<file path="config.mk">
export PLATFORM = sky130hd
export DESIGN_NAME = config_loader
export DESIGN_NICKNAME = d
export VERILOG_FILES = /design/src/rtl/config_loader.sv
export SDC_FILE = /design/constraint.sdc
export NUM_CORES = 1
export LEC_CHECK = 0
export CAP_MARGIN = 5
export CORE_MARGIN = 5
export CORE_UTILIZATION = 40
export CTS_CLUSTER_SIZE = 40
export DETAILED_ROUTE_END_ITERATION = 8
export PLACE_DENSITY = 0.69
export REMOVE_ABC_BUFFERS = 1
export SYNTH_ARGS = -nofsm -noshare
export SYNTH_HDL_FRONTEND = slang
export SYNTH_SLANG_ARGS = --single-unit
</file>
<file path="constraint.sdc">
create_clock -name clk -period 1.8 [get_ports clk]
set_input_delay 0.18 -clock clk [delete_from_list [all_inputs] [get_ports clk]]
set_output_delay 0.18 -clock clk [all_outputs]
set_load 0.05 [all_outputs]
</file>
<file path="src/rtl/config_loader.sv">
// Byte-stream configuration loader: parses sync / tile address / 32-bit LSB-first word frames and
// strobes one switch_box tile (or all, address 8'hFF). Optional XOR checksum byte: CONFIG_CHECKSUM_EN.
module config_loader #(
    parameter int         NUM_TILES = 16,
    parameter logic [7:0] SYNC_BYTE = 8'hA5,
    parameter int         CNT_W     = 16
) (
    input  logic                 clk,
    input  logic                 reset,
    input  logic [7:0]           in_data,
    input  logic                 in_valid,
    output logic                 in_ready,
    output logic [31:0]          config_data,
    output logic [NUM_TILES-1:0] config_en,
    output logic [CNT_W-1:0]     frame_count,
    output logic                 err_addr,
    output logic                 err_chk,
    input  logic                 clear_err
);

`ifdef CONFIG_CHECKSUM_EN
    typedef enum logic [2:0] {
        S_IDLE  = 3'd0,
        S_ADDR  = 3'd1,
        S_DATA  = 3'd2,
        S_CHK   = 3'd3,
        S_ISSUE = 3'd4
    } state_t;
`else
    typedef enum logic [2:0] {
        S_IDLE  = 3'd0,
        S_ADDR  = 3'd1,
        S_DATA  = 3'd2,
        S_ISSUE = 3'd4
    } state_t;
`endif

    localparam logic [8:0] NUM_TILES_9 = 9'(NUM_TILES);

    state_t      state_r;
    logic [7:0]  addr_r;
    logic [31:0] word_r;
    logic [1:0]  byte_cnt_r;
    logic        accept_s;
    logic        addr_ok_s;
    logic        frame_ok_s;

`ifdef CONFIG_CHECKSUM_EN
    logic        chk_ok_r;

    function automatic logic [7:0] frame_chk(input logic [7:0] a, input logic [31:0] w);
        return a ^ w[7:0] ^ w[15:8] ^ w[23:16] ^ w[31:24];
    endfunction
`endif

    // One-hot strobe for a tile index; 8'hFF selects every tile.
    function automatic logic [NUM_TILES-1:0] tile_strobe(input logic [7:0] a);
        logic [NUM_TILES-1:0] en;
        for (int i = 0; i < NUM_TILES; i++) begin
            en[i] = (a == 8'hFF) || (a == i[7:0]);
        end
        return en;
    endfunction

    assign accept_s  = in_valid && in_ready;
    assign addr_ok_s = (addr_r == 8'hFF) || ({1'b0, addr_r} < NUM_TILES_9);
`ifdef CONFIG_CHECKSUM_EN
    assign frame_ok_s = addr_ok_s && chk_ok_r;
`else
    assign frame_ok_s = addr_ok_s;
    assign err_chk    = 1'b0;
`endif

    // Frame parser FSM with registered strobe, data, counter and sticky error outputs.
    always_ff @(posedge clk or negedge reset) begin
        if (!reset) begin
            state_r     <= S_IDLE;
            in_ready    <= 1'b1;
            addr_r      <= 8'h00;
            word_r      <= 32'h0000_0000;
            byte_cnt_r  <= 2'd0;
            config_data <= 32'h0000_0000;
            config_en   <= '0;
            frame_count <= '0;
            err_addr    <= 1'b0;
`ifdef CONFIG_CHECKSUM_EN
            chk_ok_r    <= 1'b1;
            err_chk     <= 1'b0;
`endif
        end else begin
            config_en <= '0;
            // A flag set later in this block overrides the clear, so a new error wins.
            if (clear_err) begin
                err_addr <= 1'b0;
`ifdef CONFIG_CHECKSUM_EN
                err_chk  <= 1'b0;
`endif
            end
            case (state_r)
                S_IDLE: begin
                    if (accept_s && (in_data == SYNC_BYTE)) begin
                        state_r <= S_ADDR;
                    end
                end
                S_ADDR: begin
                    if (accept_s) begin
                        addr_r     <= in_data;
                        byte_cnt_r <= 2'd0;
                        state_r    <= S_DATA;
                    end
                end
                S_DATA: begin
                    if (accept_s) begin
                        word_r     <= {in_data, word_r[31:8]};
                        byte_cnt_r <= byte_cnt_r + 2'd1;
                        if (byte_cnt_r == 2'd3) begin
`ifdef CONFIG_CHECKSUM_EN
                            state_r  <= S_CHK;
`else
                            state_r  <= S_ISSUE;
                            in_ready <= 1'b0;
`endif
                        end
                    end
                end
`ifdef CONFIG_CHECKSUM_EN
                S_CHK: begin
                    if (accept_s) begin
                        chk_ok_r <= (in_data == frame_chk(addr_r, word_r));
                        state_r  <= S_ISSUE;
                        in_ready <= 1'b0;
                    end
                end
`endif
                S_ISSUE: begin
                    if (frame_ok_s) begin
                        config_data <= word_r;
                        config_en   <= tile_strobe(addr_r);
                        frame_count <= frame_count + CNT_W'(1);
                    end else begin
                        if (!addr_ok_s) begin
                            err_addr <= 1'b1;
                        end
`ifdef CONFIG_CHECKSUM_EN
                        if (!chk_ok_r) begin
                            err_chk <= 1'b1;
                        end
`endif
                    end
                    state_r  <= S_IDLE;
                    in_ready <= 1'b1;
                end
                default: begin
                    state_r  <= S_IDLE;
                    in_ready <= 1'b1;
                end
            endcase
        end
    end

endmodule

</file>
==> results of run 1 <==
[cell usage after synthesis, drive strengths merged (7+ instances only)]
cell type and count:
dfrtp 110, mux2 75, nor2 13, nand2 12, nand3 12, buf 10
xor2 10, nor3 8, nor4 8, clkbuf 7
[metal layers]
metal,vias to the layer above,global-route usage,part of all wire
met2,62,0.231,0.48
met4,0,0.0502,0.018
met3,14,0.0457,0.052
met1,1478,0.187,0.45
li1,1372,-,-
met5,-,0,0
[power by group through the flow]
stage | logic (mW) | registers, mW | clock network (mW)
global route | 0.115 | 2.49 | 2.17
finish | 0.0999 | 2.49 | 1.98
detailed placement | 0.102 | 2.54 | 0
floorplan | 0.00661 | 2.54 | 0
global placement | 0.101 | 2.54 | 0
CTS | 0.105 | 2.49 | 2.04
[worst register-to-register path, delay by kind of cell, from the launching register on]
family                 cells  cell delay, ps
and+or+nand+nor            2             640
DFF                        1             420
muxes                      1             340
AOI/OAI and AO/OA          1             170
buffers and inverters      1             160
[worst paths after layout]
check	slack [ps]	to	start
min	330	frame_count[8]	reset
max in group asynchronous	860	config_data[9]	reset
min reg2reg	490	frame_count[11]	frame_count[11]
min in group clk	430	err_addr	clear_err
max	-50	config_data[27]	addr_r[7]
max reg2reg	-50	config_data[27]	addr_r[7]
[registers in the layout, summed over array words and instances, names as in the netlist]
| register | flops |
|---|---|
| err_addr | 1 |
| state_r | 3 |
| addr_r | 8 |
| config_en | 16 |
| frame_count | 16 |
| config_data | 32 |
| word_r | 32 |
| in_ready | 1 |
| byte_cnt_r | 2 |
[final cells by class]
type,count,area (um2),area share
Clock buffer,11,243,0.0391
Clock inverter,5,56.3,0.00908
Inverter,2,7.51,0.00121
Multi-Input combinational cell,195,1850,0.298
Sequential cell,111,2780,0.448
Tap cell,143,179,0.0289
Timing Repair Buffer,109,1090,0.176
[through the flow]
stage / instances / cell area, um2 / util / total power, mW
after floorplan: 308 / 4550 / - / 2.55
after global placement: 557 / 5770 / 0.505 / 2.64
after detailed placement: 557 / 5770 / 0.505 / 2.64
after CTS: 575 / 6160 / 0.540 / 4.64
after global routing: 576 / 6200 / 0.543 / 4.77
final: 576 / 6200 / 0.543 / 4.58
[repair_timing]
action	4_1_cts	5_1_grt
hold endpoints to repair	30	0
pin swaps	6	4
hold buffers	1	0
cloned	0	0
resized for setup	13	9
endpoints found under the setup margin	18	29
setup buffers	1	1
[cells by family after synthesis]
group           count (synthesis)
flops                         111
xor+xnor                       15
simple gates                   80
fa+ha+maj                       2
other cells                     1
mux                            76
compound gates                 21
buf+inv                        19
==> run summary, run 1 <==
Fin worst setup slack = -47.5 ps
Clk buf depth = 2
Max incr delay on CP = 530 ps
Routed WL = 9.54 mm
Switching Share = 0.203
Hold slack = 331 ps
H-tree Lvls = 3
Initial antenna violation count = 0
GR Util All Layers = 0.145
Commonest non-fill, non-tap cell in the layout = dfrtp_1
Layout net count = 442
1st-iter DRT viols = 132
Root Buffer = clkbuf_16
Leak = 3.04 nW
CP Depth = 5
Crit path arrival time = 2080 ps
Post-synth cell types = 47
Core Region = 11400 um2
Setup TNS = -325 ps
Clock power frac = 0.434
Remaining routing DRC violations = 0
Routed len/inst = 16.6 um
PortBufs = 77
Fin. max-slew vios = 0
Clock slew at reported path FFs = 70 ps
FF+latch count, synth = 111
Critical Path End Type = flip-flop
Initial Utilization = 0.407
Crit path cell chain = or4_4, o31a_4, nor2_4, buf_4, mux2_2
TritonCTS buffer count = 9
Num rows = 39
Max stage delay cell, worst path = or4_4
Crit path launch type = flip-flop
Final Hold Fails = 0
Post-synthesis xor/xnor area fraction = 0.0283
Failing checks = setup timing
TritonCTS clock tree = yes
Status = finished, violations left
Avg Cell Area, Syn = 14.3 um2
Register area share after synthesis = 0.598
Most used DFF post-synth = dfrtp_1
EDFF count, synth = 0
Crit path buf inv count = 1
Largest net degree at the start of global routing = 51
Tightest Pin Transition = 520 ps
DR vias = 2926
Sink Count = 111
Reg power frac = 0.545
Die H = 118 um
Final ANT Viol Nets = 0
Final Critical Period = 1850 ps
Peak VDD IR = 0.000579 V
Worst-Skew Late Latency = 340 ps
Net switching power = 0.931 mW
Fmax = 0.541 GHz
Filler Cells Inserted = 997
Max-cap violations = 0
Main combinational cell family by area after synthesis = multiplexers
Post-route clock period utilization = 1.03
Pwr dens = 738 nW/um2
Post-Synth Simple-Gate Area = 0.113
Ant. Diodes = 0
Worst-case reg-to-reg path depth = 5
CP Class = flip-flop to flip-flop
Vias in the first global route = 3100
Area share of the largest cell type after synthesis = 0.593
Required time of the critical path = 2030 ps
HP Class = input port to asynchronous set/reset pin
Synthesized cell area = 4650 um2
Vias/cell = 5.08
RSZ-0062 raised after global routing = true
Initial DRT Pass Iterations = 4
Yosys top cell by area = dfrtp_1
Worst Path Max Fanout = 8
Internal Pwr Total = 3.65 mW
Final setup fails = 12
Layout area overhead = 33.5%
Adder-cell share of the synthesized area = 0.00539
Post-DP HPWL = 6.81 mm
Post-synth ARST share = 1.00
DP Worst Slack = -63.2 ps
Die ar. = 13900 um2
Top-level I/O count = 79
Post-synthesis compound-gate area fraction = 0.0353
Delay-heaviest family, CP = simple AND/OR/NAND/NOR gates
Mapped Cells = 325
Share of cells above drive strength 1 = 0.342
Synth top area cells = dfrtp_1 59%, mux2_2 15%, mux2_4 4.8%
Mux cell area share after synthesis = 0.196
Combinational Power Share = 0.022
Most frequent cells in the layout = 110 x dfrtp_1, 65 x clkdlybuf4s50_1, 56 x mux2_2
Placer Congestion = 0.765
Rel. slew slack = 0.653
First-pass GRT wire length = 16.3 mm
Clock skew = 5.15 ps
Ys Warns = 0
Grt total ovfl = 0
Die width = 118 um
(Power assumes the default switching activity.)
==> run 2, diff against run 1 <==
==> constraint.sdc (replaced) <==
create_clock -name clk -period 1.8 [get_ports clk]
set_input_delay 0.18 -clock clk [delete_from_list [all_inputs] [get_ports clk]]
set_output_delay 0.18 -clock clk [all_outputs]
set_load 0.1 [all_outputs]
==> run summary, run 2 (synthesis gave the netlist of run 1 again) <==
CP Class = flip-flop to flip-flop (unchanged)
Layout area overhead = 32.3% (was 33.5%)
Vias in the first global route = 3054 (was 3100)
Max-cap violations = 0 (unchanged)
Peak VDD IR = 0.000628 V (was 0.000579 V)
TritonCTS clock tree = yes (unchanged)
First-pass GRT wire length = 16.0 mm (was 16.3 mm)
Clk buf depth = 2 (unchanged)
Fin. max-slew vios = 0 (unchanged)
Remaining routing DRC violations = 0 (unchanged)
Root Buffer = clkbuf_16 (unchanged)
Crit path arrival time = 2080 ps (about the same)
Initial antenna violation count = 0 (unchanged)
1st-iter DRT viols = 154 (was 132)
Worst Path Max Fanout = 8 (unchanged)
Die H = 118 um (unchanged)
Reg2reg start = addr_r[5] (was addr_r[7])
Status = finished, violations left (unchanged)
Worst-Skew Late Latency = 340 ps (about the same)
Placed cell count = 557 (unchanged)
Final Hold Fails = 0 (unchanged)
Critical Path End Type = flip-flop (unchanged)
Post-DP HPWL = 6.30 mm (was 6.81 mm)
Top-level I/O count = 79 (unchanged)
Leak = 3.07 nW (was 3.04 nW)
Power, Total = 4.81 mW (was 4.58 mW)
Ant. Diodes = 0 (unchanged)
H-tree Lvls = 3 (unchanged)
Commonest non-fill, non-tap cell in the layout = dfrtp_1 (unchanged)
Rel. slew slack = 0.598 (was 0.653)
Clock skew = 6.63 ps (was 5.15 ps)
Final setup fails = 13 (was 12)
Required time of the critical path = 2030 ps (about the same)
Share of cells above drive strength 1 = 0.486 (was 0.342)
Clock slew at reported path FFs = 70 ps (about the same)
Worst-case reg-to-reg path depth = 5 (unchanged)
Hold slack = 410 ps (was 331 ps)
Num rows = 39 (unchanged)
Routed WL = 9.31 mm (was 9.54 mm)
Core Region = 11400 um2 (unchanged)
Setup slack, reg-to-reg = -50 ps (about the same)
Fin worst setup slack = -53.3 ps (was -47.5 ps)
Grt total ovfl = 0 (unchanged)
TritonCTS buffer count = 9 (unchanged)
Post-route insts no fill = 577 (was 576)
Post-route clock period utilization = 1.03 (about the same)
Worst r2r dst = config_data[24] (was config_data[27])
DR vias = 2950 (was 2926)
Placer Congestion = 0.758 (was 0.765)
PortBufs = 77 (unchanged)
Initial Utilization = 0.407 (unchanged)
Routed len/inst = 16.1 um (was 16.6 um)
Most frequent cells in the layout = 110 x dfrtp_1, 88 x buf_4, 50 x mux2_2 (was 110 x dfrtp_1, 65 x clkdlybuf4s50_1, 56 x mux2_2)
Setup TNS = -486 ps (was -325 ps)
Filler Cells Inserted = 983 (was 997)
Final ANT Viol Nets = 0 (unchanged)
Pwr dens = 783 nW/um2 (was 738 nW/um2)
Sink Count = 111 (unchanged)
RSZ-0062 raised after global routing = true (unchanged)
Layout net count = 444 (was 442)
Fmax = 0.540 GHz (was 0.541 GHz)
Register Area = 2780 um2 (unchanged)
GR Util All Layers = 0.140 (was 0.145)
Largest net degree at the start of global routing = 112 (was 51)
Crit path launch type = flip-flop (unchanged)
Die ar. = 13900 um2 (unchanged)
Final Critical Period = 1850 ps (about the same)
Die width = 118 um (unchanged)
Tightest Pin Transition = 603 ps (was 520 ps)
Biggest regs = config_data (32), word_r (32) (unchanged)
Initial DRT Pass Iterations = 4 (unchanged)
HP Class = input port to flip-flop (was input port to asynchronous set/reset pin)
Vias/cell = 5.11 (was 5.08)
Failing checks = setup timing (unchanged)
Area of the multi-input gates = 1870 um2 (was 1850 um2)
Critical Path Sink = config_data[24] (was config_data[27])
Worst Setup SP = addr_r[5] (was addr_r[7])
## run 2: cell types whose count changed in the layout (fill, tap and decap cells not counted), sizes merged
cell / before / now
dlymetal6s2s: 7 / 0
inv: 3 / 2
clkinvlp: 1 / 2
clkdlybuf4s50: 65 / 10
buf: 36 / 100
clkbuf: 11 / 9
bufinv: 1 / 3
clkinv: 2 / 1
## run 2: worst min path at each step
stage | start | endpoint | slack (ps) | cells after the start
final | clear_err | err_addr | 410 | 2
after detailed placement | reset | frame_count[9] | 310 | 2
after global placement | reset | frame_count[9] | 300 | 2
after global routing | clear_err | err_addr | 400 | 2
after CTS | clear_err | err_addr | 390 | 2
after floorplan | reset | addr_r[0] | -120 | 0
## run 2: power by group
part	leakage [nW]	internal (mW)	switching, mW	total [mW]
combinational	1.37	0.0310	0.0681	0.0991
sequential	1.54	2.49	0.0000000000000000476	2.49
clock	0.158	1.35	0.869	2.22
## run 2: what timing repair did
| item | CTS | global route |
|---|---|---|
| endpoints found under the setup margin | 20 | 22 |
| hold endpoints to repair | 110 | 0 |
| gates resized for setup | 16 | 9 |
| pin swaps | 2 | 8 |
| gates cloned | 0 | 0 |
| setup buffers | 1 | 3 |
| hold buffers | 1 | 0 |
## run 2: routing by layer
metal / wire, um / global-route usage / part of all wire
met5: 0 / 0 / 0
met4: 155 / 0.0495 / 0.017
met3: 587 / 0.0466 / 0.063
met2: 4240 / 0.205 / 0.46
met1: 4330 / 0.194 / 0.47
## run 2: stage by stage
| stage | worst slack [ps] | instance area, um2 | utilization |
|---|---|---|---|
| floorplan | -1250 | 4550 | - |
| global route | -117 | 6150 | 0.538 |
| CTS | -63.6 | 6080 | 0.533 |
| detailed placement | -69.1 | 5640 | 0.494 |
| finish | -53.3 | 6150 | 0.538 |
| global placement | -39.1 | 5640 | 0.494 |
## run 2: area by class of cell
type | instances | share of cell area
sequential | 111 | 0.452
multi-input combinational | 195 | 0.305
timing repair buffer | 111 | 0.158
clock buffer | 9 | 0.0366
tap | 143 | 0.0291
clock inverter | 6 | 0.0179
inverter | 2 | 0.00122
## run 2: worst max-delay path: stages (launching register included)
cell and delay, ps:
dfrtp_1 380, or4_4 580, o31a_4 180, nor2_4 130, buf_8 160, mux2_4 300
==> run 3, diff against run 2 <==
--- a/config.mk
+++ b/config.mk
@@ -12,6 +12,7 @@
 export DETAILED_ROUTE_END_ITERATION = 8
 export PLACE_DENSITY = 0.69
 export REMOVE_ABC_BUFFERS = 1
+export SKIP_LAST_GASP = 1
 export SYNTH_ARGS = -nofsm -noshare
 export SYNTH_HDL_FRONTEND = slang
 export SYNTH_SLANG_ARGS = --single-unit
==> run summary, run 3 (synthesis gave the netlist of run 1 again) <==
Design area = 6140 um2 (was 6150 um2)
Fin worst setup slack = -74.9 ps (was -53.3 ps)
Placer Congestion = 0.758 (unchanged)
Max stage delay cell, worst path = or4_4 (unchanged)
Leak = 3.07 nW (about the same)
Crit path arrival time = 2100 ps (was 2080 ps)
Critical Path End Type = flip-flop (unchanged)
Vias in the first global route = 3045 (was 3054)
1st-iter DRT viols = 172 (was 154)
Final Critical Period = 1870 ps (was 1850 ps)
First-pass GRT wire length = 15.9 mm (was 16.0 mm)
Final core occ = 0.538 (about the same)
H-tree Lvls = 3 (unchanged)
RSZ-0062 raised after global routing = true (unchanged)
Post-route clock period utilization = 1.04 (was 1.03)
Max incr delay on CP = 580 ps (about the same)
Required time of the critical path = 2030 ps (about the same)
Failing checks = setup timing (unchanged)
Clk buf depth = 2 (unchanged)
Worst Path Max Fanout = 8 (unchanged)
Crit path buf inv count = 1 (unchanged)
Remaining routing DRC violations = 0 (unchanged)
Core Region = 11400 um2 (unchanged)
TritonCTS clock tree = yes (unchanged)
Post-DP HPWL = 6.30 mm (unchanged)
Final Hold Fails = 0 (unchanged)
Worst-Skew Late Latency = 340 ps (about the same)
Ant. Diodes = 0 (unchanged)
Biggest regs = config_data (32), word_r (32) (unchanged)
DR vias = 2952 (was 2950)
TritonCTS buffer count = 9 (unchanged)
Final setup fails = 14 (was 13)
Status = finished, violations left (unchanged)
Root Buffer = clkbuf_16 (unchanged)
Most frequent cells in the layout = 110 x dfrtp_1, 90 x buf_4, 50 x mux2_2 (was 110 x dfrtp_1, 88 x buf_4, 50 x mux2_2)
Die H = 118 um (unchanged)
Die width = 118 um (unchanged)
Delay-heaviest family, CP = simple AND/OR/NAND/NOR gates (unchanged)
Peak VDD IR = 0.000628 V (about the same)
CP Class = flip-flop to flip-flop (unchanged)
Rel. slew slack = 0.602 (was 0.598)
Crit path launch type = flip-flop (unchanged)
Clock slew at reported path FFs = 70 ps (about the same)
Placed cell count = 557 (unchanged)
Largest net degree at the start of global routing = 112 (unchanged)
HP Class = input port to flip-flop (unchanged)
PortBufs = 77 (unchanged)
Top-level I/O count = 79 (unchanged)
Layout net count = 444 (unchanged)
Vias/cell = 5.12 (was 5.11)
Max-cap violations = 0 (unchanged)
Commonest non-fill, non-tap cell in the layout = dfrtp_1 (unchanged)
Crit path cell chain = or4_4, o31a_4, nor2_4, buf_8, mux2_4 (unchanged)
Final ANT Viol Nets = 0 (unchanged)
Fin. max-slew vios = 0 (unchanged)
Pwr dens = 783 nW/um2 (about the same)
Grt total ovfl = 0 (unchanged)
Placed Area = 5640 um2 (unchanged)
Routed WL = 9.27 mm (was 9.31 mm)
Fmax = 0.533 GHz (was 0.540 GHz)
Post-route insts no fill = 577 (unchanged)
GR Util All Layers = 0.139 (was 0.140)
Initial Utilization = 0.407 (unchanged)
Routed len/inst = 16.1 um (about the same)
Power, Total = 4.81 mW (about the same)
Initial DRT Pass Iterations = 4 (unchanged)
Num rows = 39 (unchanged)
Die ar. = 13900 um2 (unchanged)
Share of cells above drive strength 1 = 0.486 (unchanged)
Clock skew = 6.63 ps (about the same)
Initial antenna violation count = 0 (unchanged)
Layout area overhead = 32.1% (was 32.3%)
Tightest Pin Transition = 597 ps (was 603 ps)
Sink Count = 111 (unchanged)
[run 3: changes by cell type in the layout (fill, tap and decap cells not counted)]
cell / delta
buf_4: +2
buf_6: -2
[run 3: final cells by class]
type | instances | area [um2]
Clock inverter | 6 | 110
Sequential cell | 111 | 2780
Timing Repair Buffer | 111 | 963
Tap cell | 143 | 179
Fill cell | 986 | 5280
Clock buffer | 9 | 225
Inverter | 2 | 7.51
Multi-Input combinational cell | 195 | 1870
[run 3: through the flow]
stage / hold WS [ps] / setup WS, ps / TNS [ps]
after floorplan: -116 / -1250 / -49480
after global placement: 303 / -39.1 / -271
after detailed placement: 312 / -69.1 / -674
after CTS: 395 / -63.6 / -547
after global routing: 397 / -140 / -2070
final: 410 / -74.9 / -725
[run 3: worst reg2reg max path, delay by kind of cell, from the launching register on]
family,cells,cell delay [ps]
buf+inv,1,170
mux,1,300
simple gates,2,740
compound gates,1,180
flops,1,380
[run 3: power breakdown]
part | internal [mW] | leakage [nW] | switching, mW | total (mW)
combinational | 0.0310 | 1.37 | 0.0678 | 0.0988
sequential | 2.49 | 1.54 | 0.0000000000000000476 | 2.49
clock | 1.35 | 0.158 | 0.868 | 2.22
total | 3.87 | 3.07 | 0.936 | 4.81
[run 3: per-layer routing]
metal  vias up  GRT usage  wire length [um]
li1       1373          -                 -
met1      1496      0.192              4320
met2        70      0.205              4230
met3        13     0.0466               565
met4         0     0.0495               155
met5         -          0                 0
[run 3: final timing paths]
kind / start / end / slack (ps) / cells past startpoint
min in group asynchronous: reset / frame_count[9] / 440 / 3
setup / recovery: addr_r[5] / config_data[24] / -70 / 5
hold reg to reg: frame_count[15] / frame_count[15] / 470 / 1
hold / removal: clear_err / err_addr / 410 / 2
setup reg to reg: addr_r[5] / config_data[24] / -70 / 5
max in group asynchronous: reset / word_r[9] / 900 / 3
[run 3: what timing repair did]
| action | in CTS | in global routing |
|---|---|---|
| setup endpoints to repair | 20 | 22 |
| setup buffers | 1 | 3 |
| endpoints found under the hold margin | 110 | 0 |
| gates resized for setup | 12 | 11 |
| cloned | 0 | 0 |
| pin swaps | 2 | 8 |
| hold buffers | 1 | 0 |
